$ cat src/rtl/framebuffer_scanout_if.sv
// Raster, framebuffer-read and palette-write signals of the scan-out stage.
// The scan-out side uses the master modport; the sync generator, RAM and CPU side use slave.
interface framebuffer_scanout_if #(
  parameter int unsigned ADDR_W = 17,
  parameter int unsigned BPP    = 1
);
  logic              video_on;
  logic [9:0]        pixel_x;
  logic [9:0]        pixel_y;
  logic [ADDR_W-1:0] address_out;
  logic [BPP-1:0]    data_in;
  logic              mode;
  logic              pal_we;
  logic [BPP-1:0]    pal_idx;
  logic [2:0]        pal_data;
  logic [2:0]        rgb;

  modport master (
    input  video_on, pixel_x, pixel_y, data_in, mode, pal_we, pal_idx, pal_data,
    output address_out, rgb
  );

  modport slave (
    output video_on, pixel_x, pixel_y, data_in, mode, pal_we, pal_idx, pal_data,
    input  address_out, rgb
  );
endinterface

$ cat src/rtl/framebuffer_scanout.sv
// Framebuffer scan-out: raster position -> downscaled read address, then the
// returned pixel -> 3-bit RGB by MSB replication or palette lookup.
module framebuffer_scanout #(
  parameter int unsigned H_RES       = 640,
  parameter int unsigned V_RES       = 480,
  parameter int unsigned SCALE_SHIFT = 1,
  parameter int unsigned BPP         = 1,
  parameter int unsigned MEM_LATENCY = 1,
  parameter int unsigned ADDR_W      = 17
) (
  input  logic                  clk,
  input  logic                  reset,
  framebuffer_scanout_if.master bus
);

  localparam int unsigned FB_W  = H_RES >> SCALE_SHIFT;
  localparam int unsigned SUB_W = (SCALE_SHIFT == 0) ? 1 : SCALE_SHIFT;
  localparam int unsigned PAL_N = 1 << BPP;
  localparam logic [SUB_W-1:0] SUB_MAX = SUB_W'((1 << SCALE_SHIFT) - 1);

  logic [ADDR_W-1:0]      line_base;
  logic [SUB_W-1:0]       row_sub;
  logic [ADDR_W-1:0]      address_q;
  logic [MEM_LATENCY-1:0] vld_q;
  logic [2:0]             rgb_q;
  logic [2:0]             rgb_c;
  logic [2:0]             palette [PAL_N];

  logic       line_end_c;
  logic       frame_end_c;
  logic       in_range_c;
  logic [9:0] col_c;

  assign line_end_c  = (bus.pixel_x == 10'(H_RES));
  assign frame_end_c = (bus.pixel_y >= 10'(V_RES - 1));
  assign in_range_c  = bus.video_on && (bus.pixel_x < 10'(H_RES)) && (bus.pixel_y < 10'(V_RES));
  assign col_c       = bus.pixel_x >> SCALE_SHIFT;

  // Line-base accumulator: advances by one framebuffer row every 2^SCALE_SHIFT raster lines.
  always_ff @(posedge clk or posedge reset) begin
    if (reset) begin
      line_base <= '0;
      row_sub   <= '0;
    end else if (line_end_c) begin
      if (frame_end_c) begin
        line_base <= '0;
        row_sub   <= '0;
      end else if (row_sub == SUB_MAX) begin
        row_sub   <= '0;
        line_base <= line_base + ADDR_W'(FB_W);
      end else begin
        row_sub <= row_sub + SUB_W'(1);
      end
    end
  end

  // Address stage; holds the last active address through blanking.
  always_ff @(posedge clk or posedge reset) begin
    if (reset) begin
      address_q <= '0;
    end else if (in_range_c) begin
      address_q <= line_base + ADDR_W'(col_c);
    end
  end

  // Valid delay line; its last stage lines up with data_in at the colour edge.
  always_ff @(posedge clk or posedge reset) begin
    if (reset) begin
      vld_q <= '0;
    end else begin
      vld_q <= MEM_LATENCY'({vld_q, in_range_c});
    end
  end

  always_ff @(posedge clk or posedge reset) begin
    if (reset) begin
      for (int i = 0; i < PAL_N; i++) begin
        palette[i] <= (i == 0) ? 3'b000 : 3'b111;
      end
    end else if (bus.pal_we) begin
      palette[bus.pal_idx] <= bus.pal_data;
    end
  end

  // Colour select; mode is taken live here rather than pipelined with the pixel.
  always_comb begin
    rgb_c = 3'b000;
    if (vld_q[MEM_LATENCY-1]) begin
      if (bus.mode) begin
        rgb_c = palette[bus.data_in];
      end else begin
        rgb_c = {3{bus.data_in[BPP-1]}};
      end
    end
  end

  always_ff @(posedge clk or posedge reset) begin
    if (reset) begin
      rgb_q <= 3'b000;
    end else begin
      rgb_q <= rgb_c;
    end
  end

  assign bus.address_out = address_q;
  assign bus.rgb         = rgb_q;

endmodule
$ cat src/flat_wrapper.sv
// flat-port wrapper written by rule: the top's interface ports become plain ports
module framebuffer_scanout_flat 
#(
  parameter int unsigned H_RES       = 640,
  parameter int unsigned V_RES       = 480,
  parameter int unsigned SCALE_SHIFT = 1,
  parameter int unsigned BPP         = 1,
  parameter int unsigned MEM_LATENCY = 1,
  parameter int unsigned ADDR_W      = 17
)
  (clk, reset, bus_video_on, bus_pixel_x, bus_pixel_y, bus_data_in, bus_mode, bus_pal_we, bus_pal_idx, bus_pal_data, bus_address_out, bus_rgb);
  framebuffer_scanout_if #(.ADDR_W(ADDR_W), .BPP(BPP)) bus_i ();
  input  logic clk;
  input  logic reset;
  input wire logic [$bits(bus_i.video_on)-1:0] bus_video_on;
  input wire logic [$bits(bus_i.pixel_x)-1:0] bus_pixel_x;
  input wire logic [$bits(bus_i.pixel_y)-1:0] bus_pixel_y;
  input wire logic [$bits(bus_i.data_in)-1:0] bus_data_in;
  input wire logic [$bits(bus_i.mode)-1:0] bus_mode;
  input wire logic [$bits(bus_i.pal_we)-1:0] bus_pal_we;
  input wire logic [$bits(bus_i.pal_idx)-1:0] bus_pal_idx;
  input wire logic [$bits(bus_i.pal_data)-1:0] bus_pal_data;
  output wire logic [$bits(bus_i.address_out)-1:0] bus_address_out;
  output wire logic [$bits(bus_i.rgb)-1:0] bus_rgb;
  assign bus_i.video_on = bus_video_on;
  assign bus_i.pixel_x = bus_pixel_x;
  assign bus_i.pixel_y = bus_pixel_y;
  assign bus_i.data_in = bus_data_in;
  assign bus_i.mode = bus_mode;
  assign bus_i.pal_we = bus_pal_we;
  assign bus_i.pal_idx = bus_pal_idx;
  assign bus_i.pal_data = bus_pal_data;
  assign bus_address_out = bus_i.address_out;
  assign bus_rgb = bus_i.rgb;
  framebuffer_scanout #(.H_RES(H_RES), .V_RES(V_RES), .SCALE_SHIFT(SCALE_SHIFT), .BPP(BPP), .MEM_LATENCY(MEM_LATENCY), .ADDR_W(ADDR_W)) u_core (.clk(clk), .reset(reset), .bus(bus_i));
endmodule
$ cat config.mk
export PLATFORM = sky130hd
export DESIGN_NAME = framebuffer_scanout_flat
export DESIGN_NICKNAME = d
export VERILOG_FILES = /design/src/rtl/framebuffer_scanout_if.sv /design/src/rtl/framebuffer_scanout.sv /design/src/flat_wrapper.sv
export SDC_FILE = /design/constraint.sdc
export NUM_CORES = 1
export LEC_CHECK = 0
export CORE_MARGIN = 2
export CORE_UTILIZATION = 43
export DETAILED_ROUTE_END_ITERATION = 10
export MAX_ROUTING_LAYER = met4
export PLACE_DENSITY_LB_ADDON = 0.25
export SETUP_SLACK_MARGIN = 0.15
export SYNTH_ARGS = -nofsm -noshare
export SYNTH_HDL_FRONTEND = slang
export SYNTH_SLANG_ARGS = --single-unit
$ cat constraint.sdc
create_clock -name clk -period 2 [get_ports clk]
set_clock_uncertainty 0.2 [all_clocks]
set_input_delay 0.3 -clock clk [delete_from_list [all_inputs] [get_ports clk]]
set_output_delay 0.3 -clock clk [all_outputs]
set_load 0.005 [all_outputs]
==> impl_metrics.py <==
metrics = {
    "cts": {
        "clk_pin_slew_ns": 0.08,
        "clock_latency_ns": 0.29,
        "cts_buffer_depth": 2,
        "cts_hold_buffers": 0,
        "cts_tree": "done",
        "clock_sinks": 39,
        "htree_levels": 2,
        "cts_root_buf": "clkbuf_8",
        "cts_buffers": 5,
    },
    "placed_design": {
        "placed_area_mm2": 0.002666,
        "dp_cells": 299,
        "gp_congestion": 0.8753,
        "port_buffers": 49,
        "dp_hpwl_um": 2991,
    },
    "sta": {
        "tightest_slew_ns": 0.3872,
        "min_period_ns": 2.119,
        "slew_headroom": 0.7419,
        "hold_viol_final": 0,
        "setup_viol": 2,
        "setup_slack_ns": -0.1194,
        "clock.fmax_mhz": 471.8,
        "rsz0062_at_grt": "yes",
        "slew_viol_final": 0,
        "finalCritPeriodShare": 1.060,
    },
    "routing": {
        "dr_total_vias": 1649,
        "vias_per_cell": 5.268,
        "drt-initial-drc-count": 58,
        "wirelength_um": 4545,
        "antenna_left": 0,
        "wire_per_inst_um": 14.52,
        "first_pass_iters": 4,
        "drcViolationCount": 0,
    },
    "run": {
        "maxCapViolCount": 0,
    },
    "pwr": {
        "p_total_mw": 2.005,
        "peakVddDrop_mv": 0.5266,
        "p_seq_frac": 0.445,
        "pwr-share-comb": 0.162,
        "pwr-share-clk": 0.392,
        "switching_share": 0.2174,
        "p_switching_uw": 435.9,
        "cell_internal_pwr_mw": 1.569,
        "powerDensity_mw_per_mm2": 674.6,
        "cellLeakagePower_nw": 1.223,
    },
    "yosys": {
        "synth-simple-area-share": 0.1760,
        "synth_compound_area_frac": 0.1254,
        "synth.area.top_cells": "dfrtp_1 47%, mux2_2 7.7%, o21ai_0 4.5%",
        "yosysSeqAreaShare": 0.5141,
        "synth_top_family_by_area": "simple AND/OR/NAND/NOR gates",
        "async_flop_share": 1.000,
        "synth_common_cells": "36 x dfrtp_1, 20 x nand2_1, 17 x o21ai_0",
        "synthXorXnorAreaFrac": 0.05056,
        "yosysUniqueCellTypes": 41,
        "synth-main-ff-cell": "dfrtp_1",
        "synth.cell_area_mm2": 0.001906,
        "netlist_instances": 181,
        "synth_top_area_cell": "dfrtp_1",
        "synth_fa_ha_area_frac": 0.02626,
        "mappedNetlistNets": 215,
        "netlist.area_leader.share": 0.4728,
        "synth_seq_cells": 39,
        "synthMuxAreaShare": 0.08733,
        "synth_most_common_cell": "dfrtp_1",
        "synth_edf_count": 0,
        "avgSynthCellArea_um2": 10.53,
        "yosys_warnings": 0,
    },
    "hold_path": {
        "holdPathStages": 2,
        "min_from": "bus_pixel_x[5]",
        "hold_path_end": "u_core.bus.address_out[4]$_DFFE_PP0P_",
        "min_path_type": "input pin to flop",
    },
    "setup_path": {
        "cp.required_ns": 2.03,
        "worst_ep_arrival_time_ns": 2.15,
        "r2r-end": "u_core.line_base[15]$_DFFE_PP0P_",
        "start_kind": "input pin",
        "r2r_cells": 4,
        "rr_startpoint": "u_core.line_base[6]$_DFFE_PP0P_",
        "worst-setup-path-type": "input pin to flop",
        "r2r_setup_slack_ns": 0.02,
        "worst-path-max-fanout": 5,
        "endpoint_kind": "flop",
    },
    "die": {
        "fp.dieW_um": 70.57,
        "coreArea_mm2": 0.004324,
        "ioPinCount": 50,
        "start_util": 0.4407,
        "dieArea_mm2": 0.004980,
        "die_h_um": 70.57,
        "fp-row-count": 24,
    },
    "cells_and_area": {
        "syn2layout_area_growth_pct": 55.94,
        "fin_nets": 294,
        "stdcell_count": 313,
        "diodes": 0,
        "stdcell_area_mm2": 0.002972,
        "drive_gt1_frac": 0.3333,
    },
    "grt": {
        "grt_usage": 0.1950,
        "grt_start_max_net_pins": 40,
        "antenna_found_initial": 0,
        "grt_pass1_wl_um": 7410,
        "grt_overflow": 0,
        "grt_pass1_vias": 1583,
    },
    "run_status": {
        "violations": "negative setup slack",
        "outcome": "finished with violations",
    },
}
logic make-up (layout without fill, tap and decap cells):
kind of cell,Yosys count,after routing
adder cells (fa/ha/maj),4,4
multiplexers,15,15
AND/OR/NAND/NOR,62,63
buffers and inverters,10,89
flip-flops,39,39
AO/OA/AOI/OAI,40,40
XOR/XNOR,11,11
cell usage in the layout (no fill, tap or decap), types with 5 or more instances in the layout:
cell type	synthesis	final
a21oi_1	8	6
nor2_1	10	9
mux2_2	13	12
buf_6	0	7
clkdlybuf4s50_1	0	39
inv_1	5	5
buf_4	0	21
clkbuf_8	0	5
dfrtp_1	36	34
xnor2_1	8	8
o21ai_0	17	14
nand2_1	20	20
stage by stage:
stage | hold slack (ns) | setup TNS, ns | util | setup slack [ns]
6_report | 0.03189 | -0.1230 | 0.6872 | -0.1194
5_1_grt | 0.03663 | -0.3192 | 0.6872 | -0.1615
4_1_cts | 0.03402 | -0.2743 | 0.6571 | -0.1247
3_5_place_dp | 0.2695 | -10.06 | 0.6166 | -0.7099
3_3_place_gp | 0.2599 | -9.707 | 0.6166 | -0.6732
2_1_floorplan | 0.2509 | -1.086 | - | -0.2587
power groups by stage:
| stage | sequential (mW) | clock (mW) | combinational, mW |
|---|---|---|---|
| after CTS | 0.892 | 0.796 | 0.315 |
| after global routing | 0.902 | 0.826 | 0.356 |
| after global placement | 0.906 | 0 | 0.309 |
| after floorplan | 0.907 | 0 | 0.108 |
| final | 0.893 | 0.787 | 0.325 |
| after detailed placement | 0.907 | 0 | 0.312 |
repair_timing:
item / 4_1_cts / 5_1_grt
gates resized for setup: 37 / 25
endpoints found under the hold margin: 0 / 0
buffers inserted: 0 / 5
setup endpoints to repair: 20 / 25
pin swaps: 7 / 10
gates cloned: 1 / 0
metal layers:
metal / vias to the layer above / wire length, um / global-route usage
li1: 815 / - / -
met1: 780 / 1976 / 0.2556
met2: 47 / 2306 / 0.3082
met3: 7 / 209 / 0.04701
met4: 0 / 53 / 0.05031
met5: - / 0 / -
registers in the layout (all words and copies together) (netlist names):
signal,cells
u_core.bus.address_out,17
u_core.line_base,11
u_core.palette,6
u_core.bus.rgb,3
u_core.row_sub,1
u_core.vld_q,1
critical path, cell delays in order:
cell and delay, ns:
buf_6 0.09, or4b_4 0.54, or4_4 0.55, or4_1 0.52, a21oi_1 0.15
worst max-delay path by stage:
stage	depth (start not counted)	from	to	slack, ns
6_report	5	bus_pixel_x[0]	u_core.line_base[15]$_DFFE_PP0P_	-0.12
3_3_place_gp	5	bus_pixel_x[1]	u_core.line_base[13]$_DFFE_PP0P_	-0.67
5_1_grt	5	bus_pixel_x[0]	u_core.line_base[15]$_DFFE_PP0P_	-0.16
3_5_place_dp	5	bus_pixel_x[1]	u_core.line_base[15]$_DFFE_PP0P_	-0.71
2_1_floorplan	5	bus_pixel_x[1]	u_core.line_base[15]$_DFFE_PP0P_	-0.26
4_1_cts	5	bus_pixel_x[0]	u_core.line_base[15]$_DFFE_PP0P_	-0.12
cell type report:
type,count,area [um^2]
Clock buffer,5,68.82
Clock inverter,3,67.56
Fill cell,344,1353
Inverter,5,18.77
Multi-Input combinational cell,133,1051
Sequential cell,39,982.2
Tap cell,52,65.06
Timing Repair Buffer,76,718.2
(Power assumes the default switching activity.)
